### src/rtl/gal_olmc_readback_if.sv
// gal_olmc_readback_if: capture request, macrocell snapshot inputs and serial readback handshake
interface gal_olmc_readback_if #(
    parameter int N_OLMC = 8
);
    logic              START;
    logic [N_OLMC-1:0] CFG_REG;
    logic [N_OLMC-1:0] CFG_INV;
    logic [N_OLMC-1:0] PIN;
    logic              SO;
    logic              SV;
    logic              SR;
    logic              BUSY;
    logic              DONE;

    modport master (
        output START, CFG_REG, CFG_INV, PIN, SR,
        input  SO, SV, BUSY, DONE
    );

    modport slave (
        input  START, CFG_REG, CFG_INV, PIN, SR,
        output SO, SV, BUSY, DONE
    );
endinterface

### src/rtl/gal_olmc_readback.sv
// gal_olmc_readback: snapshots OLMC config/pin bits and streams them as a framed, parity-protected serial word
module gal_olmc_readback #(
    parameter int          N_OLMC = 8,
    parameter logic [3:0]  HEADER = 4'b1010
) (
    input logic                 C,
    input logic                 R,
    gal_olmc_readback_if.slave  bus
);
    localparam int L  = 4 + 3 * N_OLMC + 1;
    localparam int CW = $clog2(L);

    typedef enum logic [1:0] {IDLE, SHIFT, FIN} state_t;

    state_t          state_q;
    logic [L-1:0]    sh_q;
    logic [L-1:0]    frame_d;
    logic [CW-1:0]   cnt_q;
    logic            so_q;
    logic            sv_q;
    logic            busy_q;
    logic            done_q;

    // Assemble the frame with the first bit to send at index 0: header MSB first, per-cell triplets, even parity
    always_comb begin
        frame_d = '0;
        for (int k = 0; k < 4; k++) frame_d[k] = HEADER[3-k];
        for (int i = 0; i < N_OLMC; i++) begin
            frame_d[4+3*i]   = bus.CFG_REG[i];
            frame_d[4+3*i+1] = bus.CFG_INV[i];
            frame_d[4+3*i+2] = bus.PIN[i];
        end
        frame_d[L-1] = ^{bus.CFG_REG, bus.CFG_INV, bus.PIN};
    end

    // Readback sequencer: capture in IDLE, shift one bit per handshake, one-cycle DONE in FIN
    always_ff @(posedge C or negedge R) begin
        if (!R) begin
            state_q <= IDLE;
            sh_q    <= '0;
            cnt_q   <= '0;
            so_q    <= 1'b0;
            sv_q    <= 1'b0;
            busy_q  <= 1'b0;
            done_q  <= 1'b0;
        end else begin
            case (state_q)
                IDLE: begin
                    done_q <= 1'b0;
                    if (bus.START) begin
                        state_q <= SHIFT;
                        sh_q    <= frame_d;
                        cnt_q   <= '0;
                        so_q    <= frame_d[0];
                        sv_q    <= 1'b1;
                        busy_q  <= 1'b1;
                    end
                end
                SHIFT: begin
                    if (sv_q && bus.SR) begin
                        if (cnt_q == CW'(L - 1)) begin
                            state_q <= FIN;
                            so_q    <= 1'b0;
                            sv_q    <= 1'b0;
                            busy_q  <= 1'b0;
                            done_q  <= 1'b1;
                        end else begin
                            cnt_q <= cnt_q + CW'(1);
                            sh_q  <= sh_q >> 1;
                            so_q  <= sh_q[1];
                        end
                    end
                end
                default: begin
                    state_q <= IDLE;
                    done_q  <= 1'b0;
                end
            endcase
        end
    end

    assign bus.SO   = so_q;
    assign bus.SV   = sv_q;
    assign bus.BUSY = busy_q;
    assign bus.DONE = done_q;
endmodule

### src/flat_wrapper.sv
// flat-port wrapper written by rule: the top's interface ports become plain ports
module gal_olmc_readback_flat 
#(
    parameter int          N_OLMC = 8,
    parameter logic [3:0]  HEADER = 4'b1010
)
  (C, R, bus_START, bus_CFG_REG, bus_CFG_INV, bus_PIN, bus_SR, bus_SO, bus_SV, bus_BUSY, bus_DONE);
  gal_olmc_readback_if #(.N_OLMC(N_OLMC)) bus_i ();
  input logic C;
  input logic R;
  input wire logic [$bits(bus_i.START)-1:0] bus_START;
  input wire logic [$bits(bus_i.CFG_REG)-1:0] bus_CFG_REG;
  input wire logic [$bits(bus_i.CFG_INV)-1:0] bus_CFG_INV;
  input wire logic [$bits(bus_i.PIN)-1:0] bus_PIN;
  input wire logic [$bits(bus_i.SR)-1:0] bus_SR;
  output wire logic [$bits(bus_i.SO)-1:0] bus_SO;
  output wire logic [$bits(bus_i.SV)-1:0] bus_SV;
  output wire logic [$bits(bus_i.BUSY)-1:0] bus_BUSY;
  output wire logic [$bits(bus_i.DONE)-1:0] bus_DONE;
  assign bus_i.START = bus_START;
  assign bus_i.CFG_REG = bus_CFG_REG;
  assign bus_i.CFG_INV = bus_CFG_INV;
  assign bus_i.PIN = bus_PIN;
  assign bus_i.SR = bus_SR;
  assign bus_SO = bus_i.SO;
  assign bus_SV = bus_i.SV;
  assign bus_BUSY = bus_i.BUSY;
  assign bus_DONE = bus_i.DONE;
  gal_olmc_readback #(.N_OLMC(N_OLMC), .HEADER(HEADER)) u_core (.C(C), .R(R), .bus(bus_i));
endmodule
### config.mk
export PLATFORM = sky130hd
export DESIGN_NAME = gal_olmc_readback_flat
export DESIGN_NICKNAME = d
export VERILOG_FILES = /design/src/rtl/gal_olmc_readback_if.sv /design/src/rtl/gal_olmc_readback.sv /design/src/flat_wrapper.sv
export SDC_FILE = /design/constraint.sdc
export NUM_CORES = 1
export LEC_CHECK = 0
export CORE_ASPECT_RATIO = 1.1
export CORE_MARGIN = 2
export CORE_UTILIZATION = 40
export CTS_CLUSTER_SIZE = 16
export DETAILED_ROUTE_END_ITERATION = 6
export DONT_BUFFER_PORTS = 1
export SYNTH_ARGS = -nofsm -noshare
export SYNTH_HDL_FRONTEND = slang
export SYNTH_SLANG_ARGS = --single-unit
### constraint.sdc
create_clock -name C -period 5.2 [get_ports C]
set_input_delay 1.04 -clock C [delete_from_list [all_inputs] [get_ports C]]
set_output_delay 1.04 -clock C [all_outputs]
set_load 0.005 [all_outputs]
==> metrics.yaml, run 1 <==
cp-end-kind: "flop"
fin_skew_ns: 0.00443
synthArstFlopShare: 1.00
remaining_drc_errors: 0
crit_fanout: 36
synth_flop_cell: "dfrtp_1"
wl_met3_um: 219
startpoint: "bus_SR"
syn_to_final_growth_pct: 5.04
layout_common_cells: "dfrtp_1 (38), nor2_1 (29), a21oi_1 (25), mux2i_1 (24), xnor2_1 (19)"
max_cap_violations: 0
clockBufferDepth: 2
nNetsFinal: 213
ys_seq_area_frac: 0.485
wirelength_um: 3550
cts_sinks: 38
final_common_cell: "dfrtp_1"
cts_hold_buf: 0
synth_top_area_frac: 0.485
synth.distinct_cells: 28
yosysTopAreaCell: "dfrtp_1"
vias: 1259
dr_wl_met2_um: 1880
post-place-ws_ns: 2.23
power_density_nw_per_um2: 507
nFillCells: 434
grt_overflow_total: 0
p_leak_uw: 0.000976
clk_pin_slew_ns: 0.07
fmax_ghz: 0.377
status: "finished clean"
period_share: 0.510
dieArea_sq_um: 5480
netlist_instances: 187
crit_required_ns: 5.41
synth_fp_nets: 217
r2r_end: "u_core.sh_q[18]"
postCtsSetupBuffers: 0
hold_viol_final: 0
htreeDepth: 2
syn_area_sq_um: 1960
synth_warnings: 0
crit_arrival_ns: 2.86
drtIter0Drc: 71
fp.dieW_um: 70.8
antennaDiodeCount: 0
start_util: 0.419
highest_layer: "met4"
port_buffers: 0
ant_nets: 0
vdd.ir_drop.worst_v: 0.000218
p_seq_frac: 0.483
met1_length_um: 1390
dieHeight_um: 77.5
rr_worst_depth: 7
swShare: 0.336
cts_tree: "yes"
antenna_found_initial: 0
place.gp.congestion: 0.767
layout_setup_ws_ns: 2.55
rows: 26
reg2reg_slack_ns: 2.61
synth_edf_count: 0
coreArea_sq_um: 4680
avgViaCountPerCell: 5.29
grt_pass1_vias: 1267
grt_pass1_wl_um: 5840
firstDrtPassIters: 4
fin_crit_ns: 2.65
top_level_ports: 32
grt_util_all_layers: 0.136
setup_viol: 0
r2r_start: "u_core.cnt_q[0]"
grt_max_degree: 39
cts_resized: 0
final_max_slew_viol_count: 0
crit_path_start_kind: "input port"
p_int_uw: 693
min_path_type: "input port to async pin"
drive_above_1_share: 0.0604
setup_tns_ns: 0
rsz0062_at_grt: "false"
cts_root_buf: "clkbuf_8"
dpl.hpwl_um: 2520
clock_latency_ns: 0.28
path_class: "input port to flop"
numCtsBuffers: 5
clockPowerShare: 0.188
wire_per_inst_um: 14.9
relSlewSlack: 0.195
p_switching_uw: 351
ys_ff_latch: 38
avgSynthCellArea_sq_um: 10.5
synthTopCellsByArea: "dfrtp_1 (48%), mux2i_1 (12%), xnor2_1 (8.5%)"
worst_pin_slew_ns: 1.21
combPwrFrac: 0.328
worst max path at each step:
stage | depth (start not counted) | to | slack [ns]
floorplan | 5 | u_core.sh_q[28] | 3.09
global placement | 5 | u_core.sh_q[16] | 2.32
detailed placement | 5 | u_core.sh_q[20] | 2.23
CTS | 5 | u_core.sh_q[21] | 2.54
global route | 5 | u_core.sh_q[21] | 2.31
finish | 5 | u_core.sh_q[18] | 2.55
per-stage QoR:
step / instances / power (uW) / hold slack (ns) / utilization / cell area (sq um)
6_report: 238 / 1040 / 0.443 / 0.440 / 2060
3_3_place_gp: 232 / 828 / 0.481 / 0.422 / 1980
2_1_floorplan: 187 / 799 / 0.470 / - / 1960
4_1_cts: 238 / 1060 / 0.434 / 0.440 / 2060
5_1_grt: 238 / 1130 / 0.424 / 0.440 / 2060
3_5_place_dp: 232 / 857 / 0.493 / 0.422 / 1980
power groups by stage:
stage / Sequential (uW) / Clock, uW / Combinational, uW
floorplan: 483 / 0 / 315
CTS: 504 / 203 / 349
global placement: 501 / 0 / 327
finish: 505 / 197 / 343
global route: 520 / 220 / 388
detailed placement: 509 / 0 / 348
critical path, cell delays in order:
cell and delay [ns]:
nand3_1 0.12, a221oi_4 1.07, buf_4 0.42, nor2_1 0.07, a21oi_1 0.12
cell usage after synthesis, types with 2 or more instances:
cell,instances
nand3_1,5
mux2i_1,24
nand4_1,2
o21ai_0,5
ha_1,2
nor2_1,29
xnor2_1,19
xor2_1,5
a21oi_1,25
buf_4,4
buf_2,7
dfrtp_1,38
nand2_1,2
inv_1,6
state kept, by name (all words and copies together) (netlist names):
name and count:
u_core.bus.BUSY 1, u_core.bus.DONE 1, u_core.bus.SO 1, u_core.cnt_q 5
u_core.sh_q 28, u_core.state_q 2
cell families after synthesis:
group                    count (synthesis)  share of synthesized area
AND/OR/NAND/NOR                         43                      0.100
multiplexers                            25                      0.128
flip-flops                              38                      0.485
buffers and inverters                   18                     0.0466
adder cells (fa/ha/maj)                  2                     0.0128
AO/OA/AOI/OAI                           36                      0.109
XOR/XNOR                                25                      0.119
cell type report:
| cell class | instances | area, sq um | share of cell area |
|---|---|---|---|
| tap | 56 | 70.1 | 0.0340 |
| timing repair buffer | 1 | 7.51 | 0.00364 |
| inverter | 6 | 22.5 | 0.0109 |
| clock buffer | 6 | 82.6 | 0.0401 |
| multi-input combinational | 131 | 927 | 0.450 |
| sequential | 38 | 951 | 0.461 |
routing by layer:
metal  vias to the layer above  GRT usage
li1                        618          -
met5                         -          0
met3                         7     0.0519
met4                         0     0.0509
met1                       612      0.148
met2                        22      0.238
Power figures use the tool's default switching activity.
==> run 2: changes to the inputs <==
clock period = 2.3 ns   (was 5.2 ns; I/O delays follow)
==> metrics.yaml, run 2 (synthesis results as in run 1) <==
status: "finished clean"
swShare: 0.340
post-place-ws_ns: 0.468
grt_use_met3: 0.0571
hold_viol_final: 0
ant_nets: 0
power_density_nw_per_um2: 1130
wire_per_inst_um: 14.5
avgViaCountPerCell: 5.24
worst_pin_slew_ns: 0.733
postCtsSetupBuffers: 0
final_common_cell: "dfrtp_1"
crit_chain: "inv_1 > ha_1 > and4_1 > a221oi_4 > buf_4 > nor2_1 > a21oi_1"
coreArea_sq_um: 4680
use_met2: 0.241
max_stage_delay_ns: 0.39
layout_common_cells: "dfrtp_1 (38), nor2_1 (29), a21oi_1 (25), mux2i_1 (24), xnor2_1 (19)"
top_level_ports: 32
grt_pass1_vias: 1344
crit_fanout: 33
reg_top3: "u_core.sh_q: 28 flops, u_core.cnt_q: 5 flops, u_core.state_q: 2 flops"
syn_to_final_growth_pct: 6.50
fp.dieW_um: 70.8
largest_reg_flops: 28
wirelength_um: 3520
antenna_found_initial: 0
clk_pin_slew_ns: 0.07
fin_skew_ns: 0.00594
setup_viol: 0
clock_latency_ns: 0.28
drive_above_1_share: 0.0699
place.gp.congestion: 0.831
rows: 26
cts_tree: "yes"
layout_setup_ws_ns: 0.446
period_share: 0.806
dpl.hpwl_um: 2550
top_register: "u_core.sh_q"
p_leak_uw: 0.000990
crit_required_ns: 2.51
rsz0062_at_grt: "false"
remaining_drc_errors: 0
fin_crit_ns: 1.85
antennaDiodeCount: 0
grt_util_all_layers: 0.141
fmax_ghz: 0.539
numCtsBuffers: 5
firstDrtPassIters: 4
max_cap_violations: 0
grt_pass1_wl_um: 6050
clockPowerShare: 0.177
dieHeight_um: 77.5
slowest_stage: "dfrtp_1"
path_class: "flop to flop"
p_seq_frac: 0.483
drtIter0Drc: 72
grt_overflow_total: 0
combPwrFrac: 0.340
p_int_uw: 1560
relSlewSlack: 0.510
final_max_slew_viol_count: 0
use_met1: 0.154
cts_hold_buf: 1
crit_arrival_ns: 2.06
cts_resized: 0
crit_path_start_kind: "flop"
cp-end-kind: "flop"
min_path_type: "input port to async pin"
cts_root_buf: "clkbuf_8"
grt_max_degree: 39
vdd.ir_drop.worst_v: 0.000591
timing.hold.ws_ns: 0.00292
setup_tns_ns: 0
cts_sinks: 38
port_buffers: 0
vias: 1267
htreeDepth: 2
dieArea_sq_um: 5480
grt-busiest-layer: "met2"
p_switching_uw: 801
nNetsFinal: 216
clockBufferDepth: 2
start_util: 0.419
[run 2: cell count changes in the layout (fill, tap and decap cells not counted)]
| cell | change |
|---|---|
| clkbuf_8 | -1 |
| clkbuf_1 | +2 |
| buf_12 | +1 |
| buf_4 | +2 |
[run 2: stage by stage]
stage	cells	total power [uW]	area [sq um]	util
after CTS	242	2400	2090	0.446
after detailed placement	234	1950	1990	0.425
after global routing	242	2560	2090	0.446
final	242	2360	2090	0.446
after floorplan	187	1810	1960	-
after global placement	234	1880	1990	0.425
[run 2: power groups by stage]
stage | logic (uW) | clock network (uW) | registers (uW)
final | 801 | 418 | 1140
after global routing | 913 | 472 | 1170
after CTS | 817 | 444 | 1140
after detailed placement | 797 | 0 | 1150
after global placement | 754 | 0 | 1130
after floorplan | 713 | 0 | 1090
[run 2: per-layer routing]
layer	part of all wire	wire length (um)
met3	0.065	230
met1	0.39	1360
met2	0.53	1880
met5	0	0
met4	0.012	43
[run 2: cell type report]
class | count | area (sq um)
fill | 464 | 2590
sequential | 38 | 951
multi-input combinational | 131 | 927
clock buffer | 7 | 76.3
tap | 56 | 70.1
timing repair buffer | 4 | 42.5
inverter | 6 | 22.5
[run 2: worst max-delay path, delay by kind of cell, from the launching register on]
kind                       cells  cell delay, ns
adders and majority gates      1            0.19
DFF                            1            0.39
AOI/OAI and AO/OA              2            0.44
buffers and inverters          2            0.45
and+or+nand+nor                2            0.30
[run 2: worst paths after layout]
path	start	endpoint	slack (ns)	depth (start not counted)
min in group C	bus_START	u_core.state_q[0]	0.34	2
max in group asynchronous	R	u_core.sh_q[11]	2.10	1
max	u_core.cnt_q[0]	u_core.sh_q[12]	0.45	7
min reg2reg	u_core.sh_q[2]	u_core.sh_q[1]	0.50	2
max reg2reg	u_core.cnt_q[0]	u_core.sh_q[12]	0.45	7
min	R	u_core.bus.DONE	0.003	1
